<file path="src/rtl/ibex_fp_wb_scoreboard_if.sv">
// Bundles the issue, FPU result, load writeback, hazard check and register-file
// write port of the FP writeback scoreboard.
interface ibex_fp_wb_scoreboard_if #(
  parameter int unsigned DataWidth = 16
);
  logic                 issue_valid_i;
  logic [4:0]           issue_rd_i;
  logic                 issue_ready_o;
  logic                 fpu_valid_i;
  logic [4:0]           fpu_rd_i;
  logic [DataWidth-1:0] fpu_result_i;
  logic                 fpu_ready_o;
  logic                 ld_valid_i;
  logic [4:0]           ld_rd_i;
  logic [DataWidth-1:0] ld_data_i;
  logic [4:0]           chk_rs1_i;
  logic [4:0]           chk_rs2_i;
  logic [4:0]           chk_rd_i;
  logic                 hazard_o;
  logic [4:0]           fp_waddr_a_o;
  logic [DataWidth-1:0] fp_wdata_a_o;
  logic                 fp_we_a_o;

  // Pipeline side: drives issue/results/loads/checks, observes the scoreboard
  modport master (
    output issue_valid_i, issue_rd_i, fpu_valid_i, fpu_rd_i, fpu_result_i,
           ld_valid_i, ld_rd_i, ld_data_i, chk_rs1_i, chk_rs2_i, chk_rd_i,
    input  issue_ready_o, fpu_ready_o, hazard_o, fp_waddr_a_o, fp_wdata_a_o,
           fp_we_a_o
  );

  // Scoreboard side
  modport slave (
    input  issue_valid_i, issue_rd_i, fpu_valid_i, fpu_rd_i, fpu_result_i,
           ld_valid_i, ld_rd_i, ld_data_i, chk_rs1_i, chk_rs2_i, chk_rd_i,
    output issue_ready_o, fpu_ready_o, hazard_o, fp_waddr_a_o, fp_wdata_a_o,
           fp_we_a_o
  );
endinterface

</file>
<file path="src/rtl/ibex_fp_wb_scoreboard.sv">
// FP writeback scoreboard: pending-destination bitmap, FPU result FIFO and
// load-priority arbitration onto the single FP register-file write port.
module ibex_fp_wb_scoreboard #(
  parameter bit          RV32E      = 1'b0,
  parameter int unsigned DataWidth  = 16,
  parameter int unsigned QueueDepth = 2
) (
  input  logic                          clk_i,
  input  logic                          rst_i,
  ibex_fp_wb_scoreboard_if.slave        bus,
  output logic                          err_o
);

  localparam int unsigned PtrW    = (QueueDepth > 1) ? $clog2(QueueDepth) : 1;
  localparam int unsigned CntW    = PtrW + 1;
  localparam int unsigned NumRegs = 32;

  // With RV32E only 16 registers exist, so address bit 4 is dropped everywhere
  function automatic logic [4:0] map_addr(input logic [4:0] a);
    return RV32E ? {1'b0, a[3:0]} : a;
  endfunction

  logic [4:0] issue_idx, fpu_idx, ld_idx, rs1_idx, rs2_idx, rd_idx;

  logic [NumRegs-1:0]   pending_q, pending_d;
  logic [4:0]           fifo_rd_q   [QueueDepth];
  logic [DataWidth-1:0] fifo_data_q [QueueDepth];
  logic [PtrW-1:0]      wr_ptr_q, wr_ptr_d, rd_ptr_q, rd_ptr_d;
  logic [CntW-1:0]      cnt_q, cnt_d;
  logic                 w_we_q, w_we_d;
  logic                 w_fifo_q, w_fifo_d;
  logic [4:0]           w_addr_q, w_addr_d;
  logic [DataWidth-1:0] w_data_q, w_data_d;
  logic                 err_q, err_d;

  logic full, empty, push, pop, issue_fire;

  assign issue_idx = map_addr(bus.issue_rd_i);
  assign fpu_idx   = map_addr(bus.fpu_rd_i);
  assign ld_idx    = map_addr(bus.ld_rd_i);
  assign rs1_idx   = map_addr(bus.chk_rs1_i);
  assign rs2_idx   = map_addr(bus.chk_rs2_i);
  assign rd_idx    = map_addr(bus.chk_rd_i);

  assign full       = (cnt_q == CntW'(QueueDepth));
  assign empty      = (cnt_q == '0);
  assign push       = bus.fpu_valid_i && !full;
  // Loads cannot stall, so the FIFO head only drains in load-free cycles
  assign pop        = !bus.ld_valid_i && !empty;
  assign issue_fire = bus.issue_valid_i && !pending_q[issue_idx] && (issue_idx != 5'd0);

  assign bus.issue_ready_o = !pending_q[issue_idx];
  assign bus.fpu_ready_o   = !full;
  // Register 0 is never set in the bitmap, so it always reads as not pending
  assign bus.hazard_o      = pending_q[rs1_idx] | pending_q[rs2_idx] | pending_q[rd_idx];
  assign bus.fp_we_a_o     = w_we_q;
  assign bus.fp_waddr_a_o  = w_addr_q;
  assign bus.fp_wdata_a_o  = w_data_q;
  assign err_o             = err_q;

  // Next-state: pending bitmap, FIFO pointers, write stage and error pulse
  always_comb begin
    pending_d = pending_q;
    wr_ptr_d  = wr_ptr_q;
    rd_ptr_d  = rd_ptr_q;
    cnt_d     = cnt_q + CntW'(push) - CntW'(pop);
    w_we_d    = 1'b0;
    w_fifo_d  = 1'b0;
    w_addr_d  = w_addr_q;
    w_data_d  = w_data_q;
    err_d     = 1'b0;

    // Retire the FIFO-sourced write presented this cycle; a same-edge set wins
    if (w_we_q && w_fifo_q) pending_d[w_addr_q] = 1'b0;
    if (issue_fire) pending_d[issue_idx] = 1'b1;

    if (bus.ld_valid_i) begin
      w_we_d   = 1'b1;
      w_addr_d = ld_idx;
      w_data_d = bus.ld_data_i;
    end else if (!empty) begin
      w_we_d   = 1'b1;
      w_fifo_d = 1'b1;
      w_addr_d = fifo_rd_q[rd_ptr_q];
      w_data_d = fifo_data_q[rd_ptr_q];
    end

    if (push) wr_ptr_d = wr_ptr_q + PtrW'(1);
    if (pop)  rd_ptr_d = rd_ptr_q + PtrW'(1);

    if (push && !pending_q[fpu_idx])          err_d = 1'b1;
    if (bus.ld_valid_i && pending_q[ld_idx])  err_d = 1'b1;
    if (bus.fpu_valid_i && full)              err_d = 1'b1;
  end

  // State registers with synchronous reset
  always_ff @(posedge clk_i) begin
    if (rst_i) begin
      pending_q <= '0;
      wr_ptr_q  <= '0;
      rd_ptr_q  <= '0;
      cnt_q     <= '0;
      w_we_q    <= 1'b0;
      w_fifo_q  <= 1'b0;
      w_addr_q  <= '0;
      w_data_q  <= '0;
      err_q     <= 1'b0;
    end else begin
      pending_q <= pending_d;
      wr_ptr_q  <= wr_ptr_d;
      rd_ptr_q  <= rd_ptr_d;
      cnt_q     <= cnt_d;
      w_we_q    <= w_we_d;
      w_fifo_q  <= w_fifo_d;
      w_addr_q  <= w_addr_d;
      w_data_q  <= w_data_d;
      err_q     <= err_d;
    end
  end

  // FIFO storage; contents are qualified by the pointers, so no reset needed
  always_ff @(posedge clk_i) begin
    if (push && !rst_i) begin
      fifo_rd_q[wr_ptr_q]   <= fpu_idx;
      fifo_data_q[wr_ptr_q] <= bus.fpu_result_i;
    end
  end

endmodule

</file>
<file path="src/flat_wrapper.sv">
// flat-port wrapper written by rule: the top's interface ports become plain ports
module ibex_fp_wb_scoreboard_flat 
#(
  parameter bit          RV32E      = 1'b0,
  parameter int unsigned DataWidth  = 16,
  parameter int unsigned QueueDepth = 2
)
  (clk_i, rst_i, err_o, bus_issue_valid_i, bus_issue_rd_i, bus_fpu_valid_i, bus_fpu_rd_i, bus_fpu_result_i, bus_ld_valid_i, bus_ld_rd_i, bus_ld_data_i, bus_chk_rs1_i, bus_chk_rs2_i, bus_chk_rd_i, bus_issue_ready_o, bus_fpu_ready_o, bus_hazard_o, bus_fp_waddr_a_o, bus_fp_wdata_a_o, bus_fp_we_a_o);
  ibex_fp_wb_scoreboard_if #(.DataWidth(DataWidth)) bus_i ();
  input  logic clk_i;
  input  logic rst_i;
  output logic err_o;
  input wire logic [$bits(bus_i.issue_valid_i)-1:0] bus_issue_valid_i;
  input wire logic [$bits(bus_i.issue_rd_i)-1:0] bus_issue_rd_i;
  input wire logic [$bits(bus_i.fpu_valid_i)-1:0] bus_fpu_valid_i;
  input wire logic [$bits(bus_i.fpu_rd_i)-1:0] bus_fpu_rd_i;
  input wire logic [$bits(bus_i.fpu_result_i)-1:0] bus_fpu_result_i;
  input wire logic [$bits(bus_i.ld_valid_i)-1:0] bus_ld_valid_i;
  input wire logic [$bits(bus_i.ld_rd_i)-1:0] bus_ld_rd_i;
  input wire logic [$bits(bus_i.ld_data_i)-1:0] bus_ld_data_i;
  input wire logic [$bits(bus_i.chk_rs1_i)-1:0] bus_chk_rs1_i;
  input wire logic [$bits(bus_i.chk_rs2_i)-1:0] bus_chk_rs2_i;
  input wire logic [$bits(bus_i.chk_rd_i)-1:0] bus_chk_rd_i;
  output wire logic [$bits(bus_i.issue_ready_o)-1:0] bus_issue_ready_o;
  output wire logic [$bits(bus_i.fpu_ready_o)-1:0] bus_fpu_ready_o;
  output wire logic [$bits(bus_i.hazard_o)-1:0] bus_hazard_o;
  output wire logic [$bits(bus_i.fp_waddr_a_o)-1:0] bus_fp_waddr_a_o;
  output wire logic [$bits(bus_i.fp_wdata_a_o)-1:0] bus_fp_wdata_a_o;
  output wire logic [$bits(bus_i.fp_we_a_o)-1:0] bus_fp_we_a_o;
  assign bus_i.issue_valid_i = bus_issue_valid_i;
  assign bus_i.issue_rd_i = bus_issue_rd_i;
  assign bus_i.fpu_valid_i = bus_fpu_valid_i;
  assign bus_i.fpu_rd_i = bus_fpu_rd_i;
  assign bus_i.fpu_result_i = bus_fpu_result_i;
  assign bus_i.ld_valid_i = bus_ld_valid_i;
  assign bus_i.ld_rd_i = bus_ld_rd_i;
  assign bus_i.ld_data_i = bus_ld_data_i;
  assign bus_i.chk_rs1_i = bus_chk_rs1_i;
  assign bus_i.chk_rs2_i = bus_chk_rs2_i;
  assign bus_i.chk_rd_i = bus_chk_rd_i;
  assign bus_issue_ready_o = bus_i.issue_ready_o;
  assign bus_fpu_ready_o = bus_i.fpu_ready_o;
  assign bus_hazard_o = bus_i.hazard_o;
  assign bus_fp_waddr_a_o = bus_i.fp_waddr_a_o;
  assign bus_fp_wdata_a_o = bus_i.fp_wdata_a_o;
  assign bus_fp_we_a_o = bus_i.fp_we_a_o;
  ibex_fp_wb_scoreboard #(.RV32E(RV32E), .DataWidth(DataWidth), .QueueDepth(QueueDepth)) u_core (.clk_i(clk_i), .rst_i(rst_i), .bus(bus_i), .err_o(err_o));
endmodule
</file>
<file path="config.mk">
export PLATFORM = sky130hd
export DESIGN_NAME = ibex_fp_wb_scoreboard_flat
export DESIGN_NICKNAME = d
export VERILOG_FILES = /design/src/rtl/ibex_fp_wb_scoreboard_if.sv /design/src/rtl/ibex_fp_wb_scoreboard.sv /design/src/flat_wrapper.sv
export SDC_FILE = /design/constraint.sdc
export NUM_CORES = 1
export LEC_CHECK = 0
export BUFFER_PORTS_ARGS = -buffer_cell sky130_fd_sc_hd__buf_2
export CAP_MARGIN = 40
export CORE_AREA = 2 2 135 137
export DETAILED_ROUTE_END_ITERATION = 12
export DIE_AREA = 0 0 137 139
export SYNTH_ARGS = -nofsm -noshare
export SYNTH_HDL_FRONTEND = slang
export SYNTH_SLANG_ARGS = --single-unit
</file>
<file path="constraint.sdc">
create_clock -name clk_i -period 3.7 [get_ports clk_i]
set_input_delay 0.185 -clock clk_i [delete_from_list [all_inputs] [get_ports clk_i]]
set_output_delay 0.185 -clock clk_i [all_outputs]
set_load 0.01 [all_outputs]
</file>
# Word-level counts from Yosys, hierarchy flattened
# Memory sizes are Yosys's and may differ from the RTL's. A register that Yosys moved wholly into a read port is not among the register bits.
# Index checks and enable logic that the tools add are counted.
# word_totals
n_memories	2
elab_cells	84
regBits	60
mem_bits_rw	42
output_inout_bits	26
# mem_list
memory	depth	word_bits	read_ports	rd_ports_with_merged_regs	wr	line_no	text
u_core.fifo_data_q	2	16	1	1	1	ibex_fp_wb_scoreboard.sv:27	logic [DataWidth-1:0] fifo_data_q [QueueDepth];
u_core.fifo_rd_q	2	5	1	1	1	ibex_fp_wb_scoreboard.sv:26	logic [4:0] fifo_rd_q [QueueDepth];
# classes
muxes	33
n_bitwise	5
reduce_logical	20
n_addsub	4
n_lt_le_gt_ge	9
eq_ne	2
# ops
cell	count
two-way mux 32 bit	2
less-than comparator 5 x 6 -> 1 bit, second input constant	7
bitwise AND 32 bit	1
two-way mux 16 bit	2
NOT 32 bit	1
bitwise OR 32 bit	1
binary-select mux 1 bit (select 5 bit)	6
two-way mux 1 bit	19
logical AND 1 bit	11
demux 1 bit (select 5 bit)	2
>= comparator 5 x 1 -> 1 bit, second input constant	2
two-way mux 5 bit	2
zero test 1 bit	6
nonzero test 5 bit	1
adder 1 bit, second input constant	2
adder 2 x 1 -> 2 bit	1
equality test 2 bit, second input constant	1
zero test 2 bit	1
inequality test 2 bit, second input constant	1
bitwise OR 1 bit	2
OR reduction 2 bit	1
subtractor 2 x 1 -> 2 bit	1

# Depth between registers and ports, before layout
# depth
ltp_word	9
ltp_mapped	8
depth_no_buf	7

# Least setup slack after synthesis
# No wires, ideal clock.
# synth_path
kind	register to register
start	reg u_core.cnt_q[0]
end	mem u_core.fifo_data_q[1][0] (enable)
synth_period_minus_slack_ns	2.687
t_arrival_ns	2.257
required_ns	3.270
stages_incl_launch_ff	5
path_slack_ns	1.013
setup_ns	0.430
path_buffers	0
cell_sequence	dfxtp_1 > inv_1 > nand2_1 > nand2_1 > nor3b_1
# synth_between
elab_chain_cells	6
# synth_rtl
element	line_no	text
from (decl)	ibex_fp_wb_scoreboard.sv:29	logic [CntW-1:0] cnt_q, cnt_d;
from (signal assigned)	ibex_fp_wb_scoreboard.sv:112	cnt_q <= cnt_d;
equality test 2 bit	ibex_fp_wb_scoreboard.sv:45	assign full = (cnt_q == CntW'(QueueDepth));
zero test 1 bit	-	
named net bus_fpu_ready_o	flat_wrapper.sv:25	output wire logic [$bits(bus_i.fpu_ready_o)-1:0] bus_fpu_ready_o;
logical AND 1 bit	ibex_fp_wb_scoreboard.sv:47	assign push = bus.fpu_valid_i && !full;
logical AND 1 bit	ibex_fp_wb_scoreboard.sv:123	if (push && !rst_i) begin
two-way mux 1 bit	ibex_fp_wb_scoreboard.sv:123	
two-way mux 1 bit (implied by the code)	ibex_fp_wb_scoreboard.sv:125	fifo_data_q[wr_ptr_q] <= bus.fpu_result_i;
to (decl)	ibex_fp_wb_scoreboard.sv:27	
# The timed path passes the listed nets, and every way through them passes these cells.

# Worst setup path in the final report
# layout_path
start	reg u_core.pending_q[11]
end	out bus_hazard_o
# layout_between
elab_chain_cells	4
# layout_rtl
element	line_no	text
from (decl)	ibex_fp_wb_scoreboard.sv:25	logic [NumRegs-1:0] pending_q, pending_d;
from (signal assigned)	ibex_fp_wb_scoreboard.sv:109	pending_q <= pending_d;
binary-select mux 1 bit (select 5 bit)	ibex_fp_wb_scoreboard.sv:55	assign bus.hazard_o = pending_q[rs1_idx] | pending_q[rs2_idx] | pending_q[rd_idx];
two-way mux 1 bit (implied by the code)	ibex_fp_wb_scoreboard.sv:55	
bitwise OR 1 bit	ibex_fp_wb_scoreboard.sv:55	
bitwise OR 1 bit (*)	ibex_fp_wb_scoreboard.sv:55	
to (decl)	flat_wrapper.sv:26	output wire logic [$bits(bus_i.hazard_o)-1:0] bus_hazard_o;
# Mark *: on every way between the ends. The rest lies on a longest branch, timed or not. The select of a mux whose other input is x is not followed.

==> results.py <==
metrics = {
    "place": {
        "io_buffers": 92,
        "gp_congestion": 0.888,
        "dp_cells": 756,
        "hpwl_mm": 11.7,
    },
    "timing": {
        "tns_ns": 0,
        "hold_ws_ns": 0.0192,
        "report.final.setup_viol": 0,
        "hold_viol_final": 0,
        "relSlewSlack_pct": 45.6,
        "grt_setup_unrepaired": "false",
        "fmax_mhz": 436,
        "post-route-min-period_ns": 2.29,
        "period_share_pct": 62.0,
        "slew_violations": 0,
        "skew_ns": 0.0135,
        "worstMarginPinSlew_ns": 0.814,
    },
    "floorplanning": {
        "die_x_um": 137,
        "ioPinCount": 93,
        "start_util_pct": 32.4,
        "die_h_um": 139,
        "design.die.area_um2": 19000,
        "std_cell_rows": 49,
        "fp.coreArea_um2": 17700,
    },
    "route": {
        "vias_per_cell": 5.70,
        "drc": 0,
        "wl_met1_mm": 6.91,
        "num_vias": 4408,
        "ant_nets": 0,
        "drtIter0Drc": 417,
        "wl_met2_mm": 8.13,
        "wl_per_cell_um": 21.2,
        "wl_met3_mm": 1.05,
        "drt-pass1-iter-count": 6,
        "top_layer": "met4",
        "drt_wl_total_mm": 16.4,
    },
    "worst_setup_path": {
        "cpMaxStageDelayCell": "mux4_2",
        "critPathArrivalTime_ns": 2.11,
        "worstSetupPathType": "reg2out",
        "start_kind": "flop",
        "worst_path_largest_cell_delay_ns": 0.52,
        "critPathBufInv": 1,
        "crit_family": "multiplexers",
        "crit_path_end_kind": "output pin",
        "worstPathRequired_ns": 3.51,
        "cpMostUsedCell": "mux4_2",
        "cp_max_fo": 7,
        "path_cells": "mux4_2, mux4_2, mux2i_1, nand3_1, buf_2",
    },
    "global_route": {
        "track_usage_pct": 17.5,
        "grt_pass1_wl_mm": 25.7,
        "grt_pass1_vias": 4546,
        "grt-ovfl-total": 0,
        "grt_max_degree": 53,
        "antenna_found_initial": 0,
    },
    "logic_synthesis": {
        "async_flop_share_pct": 0,
        "yosysMostFrequentCell": "dfxtp_1",
        "netlist.area_leader.share_pct": 22.1,
        "syn_area_per_cell_um2": 12.3,
        "synth_commonest_cells": "dfxtp_1, mux4_2, nand2_1, edfxtp_1",
        "synthesis.area_um2": 5710,
        "synth_cell_types": 44,
        "synth_warnings": 0,
        "synthCells": 465,
        "synth_edf_count": 42,
        "ys_seq_elements": 103,
        "synth_top_cells_by_area": "edfxtp_1, dfxtp_1, mux4_2",
        "yosys.area.top_type": "edfxtp_1",
        "ys_seq_area_share_pct": 43.4,
        "yosys_most_used_dff": "dfxtp_1",
        "syn-num-nets": 534,
    },
    "final_layout": {
        "antennaDiodeCount": 0,
        "fin_nets": 609,
        "fill_cells": 1697,
        "stdcell_count": 774,
        "syn_to_final_growth_pct": 17.0,
        "post-route-util_pct": 37.9,
        "layout-drive-gt1-share_pct": 36.9,
    },
    "hold_path": {
        "hold_path.class": "in2reg",
    },
    "clock_tree": {
        "clock-sinks": 103,
        "cts_buffer_depth": 2,
        "htree_levels": 3,
        "cts_resized": 0,
        "clock_latency_ns": 0.36,
        "cts-root-buf": "clkbuf_16",
        "clkSlewWorstSetupHoldPaths_ns": 0.08,
        "cts_tree": "built",
        "cts_made_buffers": 9,
    },
    "pwr": {
        "peakVddDrop_mv": 0.235,
        "p_leak_nw": 2.39,
        "p_per_area_nw_per_um2": 450,
    },
    "run": {
        "drv_cap": 0,
    },
    "status": {
        "status": "finished clean",
    },
}
-- kinds of logic (layout without fill, tap and decap cells) --
group / after synthesis / after routing / synth area share, %
simple gates: 137 / 137 / 12.7
flops: 103 / 103 / 43.4
mux: 90 / 90 / 28.3
compound gates: 88 / 88 / 11.6
buf+inv: 41 / 121 / 2.98
xor+xnor: 4 / 4 / 0.613
fa+ha+maj: 2 / 2 / 0.438
-- power breakdown --
part           switching [W]  internal, W
combinational       0.000380     0.000296
sequential          0.000103      0.00130
clock               0.000457     0.000476
total               0.000939      0.00207
-- metal layers --
metal / vias up / GRT usage (%)
li1: 1976 / -
met1: 2231 / 22.9
met2: 176 / 28.5
met3: 25 / 4.57
met4: 0 / 5.15
met5: - / 0
-- cell usage in the layout, fill, tap and decap left out, drive strengths merged --
master,instances
buf,99
dfxtp,61
mux4,55
nand2,44
edfxtp,42
o21ai,32
nor2,24
mux2i,22
nor2b,20
o31ai,18
nand3b,14
a21oi,14
mux2,13
a222oi,12
nand2b,10
clkbuf,10
inv,9
nand3,6
o211ai,6
nor3b,5
nor3,5
or3,2
xnor2,2
xor2,2
o32ai,2
ha,2
a221oi,2
clkinv,2
a32o,1
or2,1
and3,1
nor4b,1
nand4,1
or4,1
and4bb,1
or3b,1
o2111a,1
dlygate4sd3,1
-- cell type report --
| type | instances | area (um2) | area share (%) |
|---|---|---|---|
| clock inverter | 6 | 62.6 | 0.936 |
| sequential | 103 | 2480 | 37.1 |
| clock buffer | 10 | 229 | 3.42 |
| tap | 229 | 287 | 4.29 |
| multi-input combinational | 321 | 3080 | 46.0 |
| timing repair buffer | 100 | 531 | 7.93 |
| inverter | 5 | 18.8 | 0.281 |
-- worst register-to-register path, delay by kind of cell (launching register included) --
family                 cells  cell delay, ns
AOI/OAI and AO/OA          2            0.36
buffers and inverters      1            0.19
DFF                        1            0.38
muxes                      2            0.81
and+or+nand+nor            1            0.32
-- metrics by stage --
stage	total power, W	cell area (um2)	worst slack (ns)
floorplan	0.00185	5710	1.01
global placement	0.00208	6370	1.49
detailed placement	0.00210	6370	1.42
CTS	0.00303	6660	1.40
global route	0.00315	6690	1.33
finish	0.00301	6690	1.41
-- state kept, by name, indices dropped and copies added (netlist names), named ones only --
name	cells
u_core.fifo_data_q	32
u_core.pending_q	32
u_core.bus.fp_wdata_a_o	16
u_core.fifo_rd_q	10
u_core.bus.fp_waddr_a_o	5
u_core.cnt_q	2
u_core.bus.fp_we_a_o	1
u_core.err_o	1
u_core.rd_ptr_q	1
u_core.w_fifo_q	1
u_core.wr_ptr_q	1
-- final timing paths --
path | start | end | slack [ns] | cells past startpoint
hold / removal | bus_fpu_result_i[14] | u_core.fifo_data_q[1][14] | 0.02 | 1
setup / recovery | u_core.pending_q[11] | bus_hazard_o | 1.41 | 5
hold reg to reg | u_core.bus.fp_wdata_a_o[11] | u_core.bus.fp_wdata_a_o[11] | 0.46 | 2
setup reg to reg | u_core.pending_q[2] | u_core.pending_q[3] | 1.55 | 6
-- repair_timing --
item | in CTS | in global routing
setup buffers | 0 | 0
hold buffers | 0 | 1
setup endpoints to repair | 0 | 0
hold endpoints to repair | 0 | 2
Note: power is estimated with default switching activity, not from simulation.
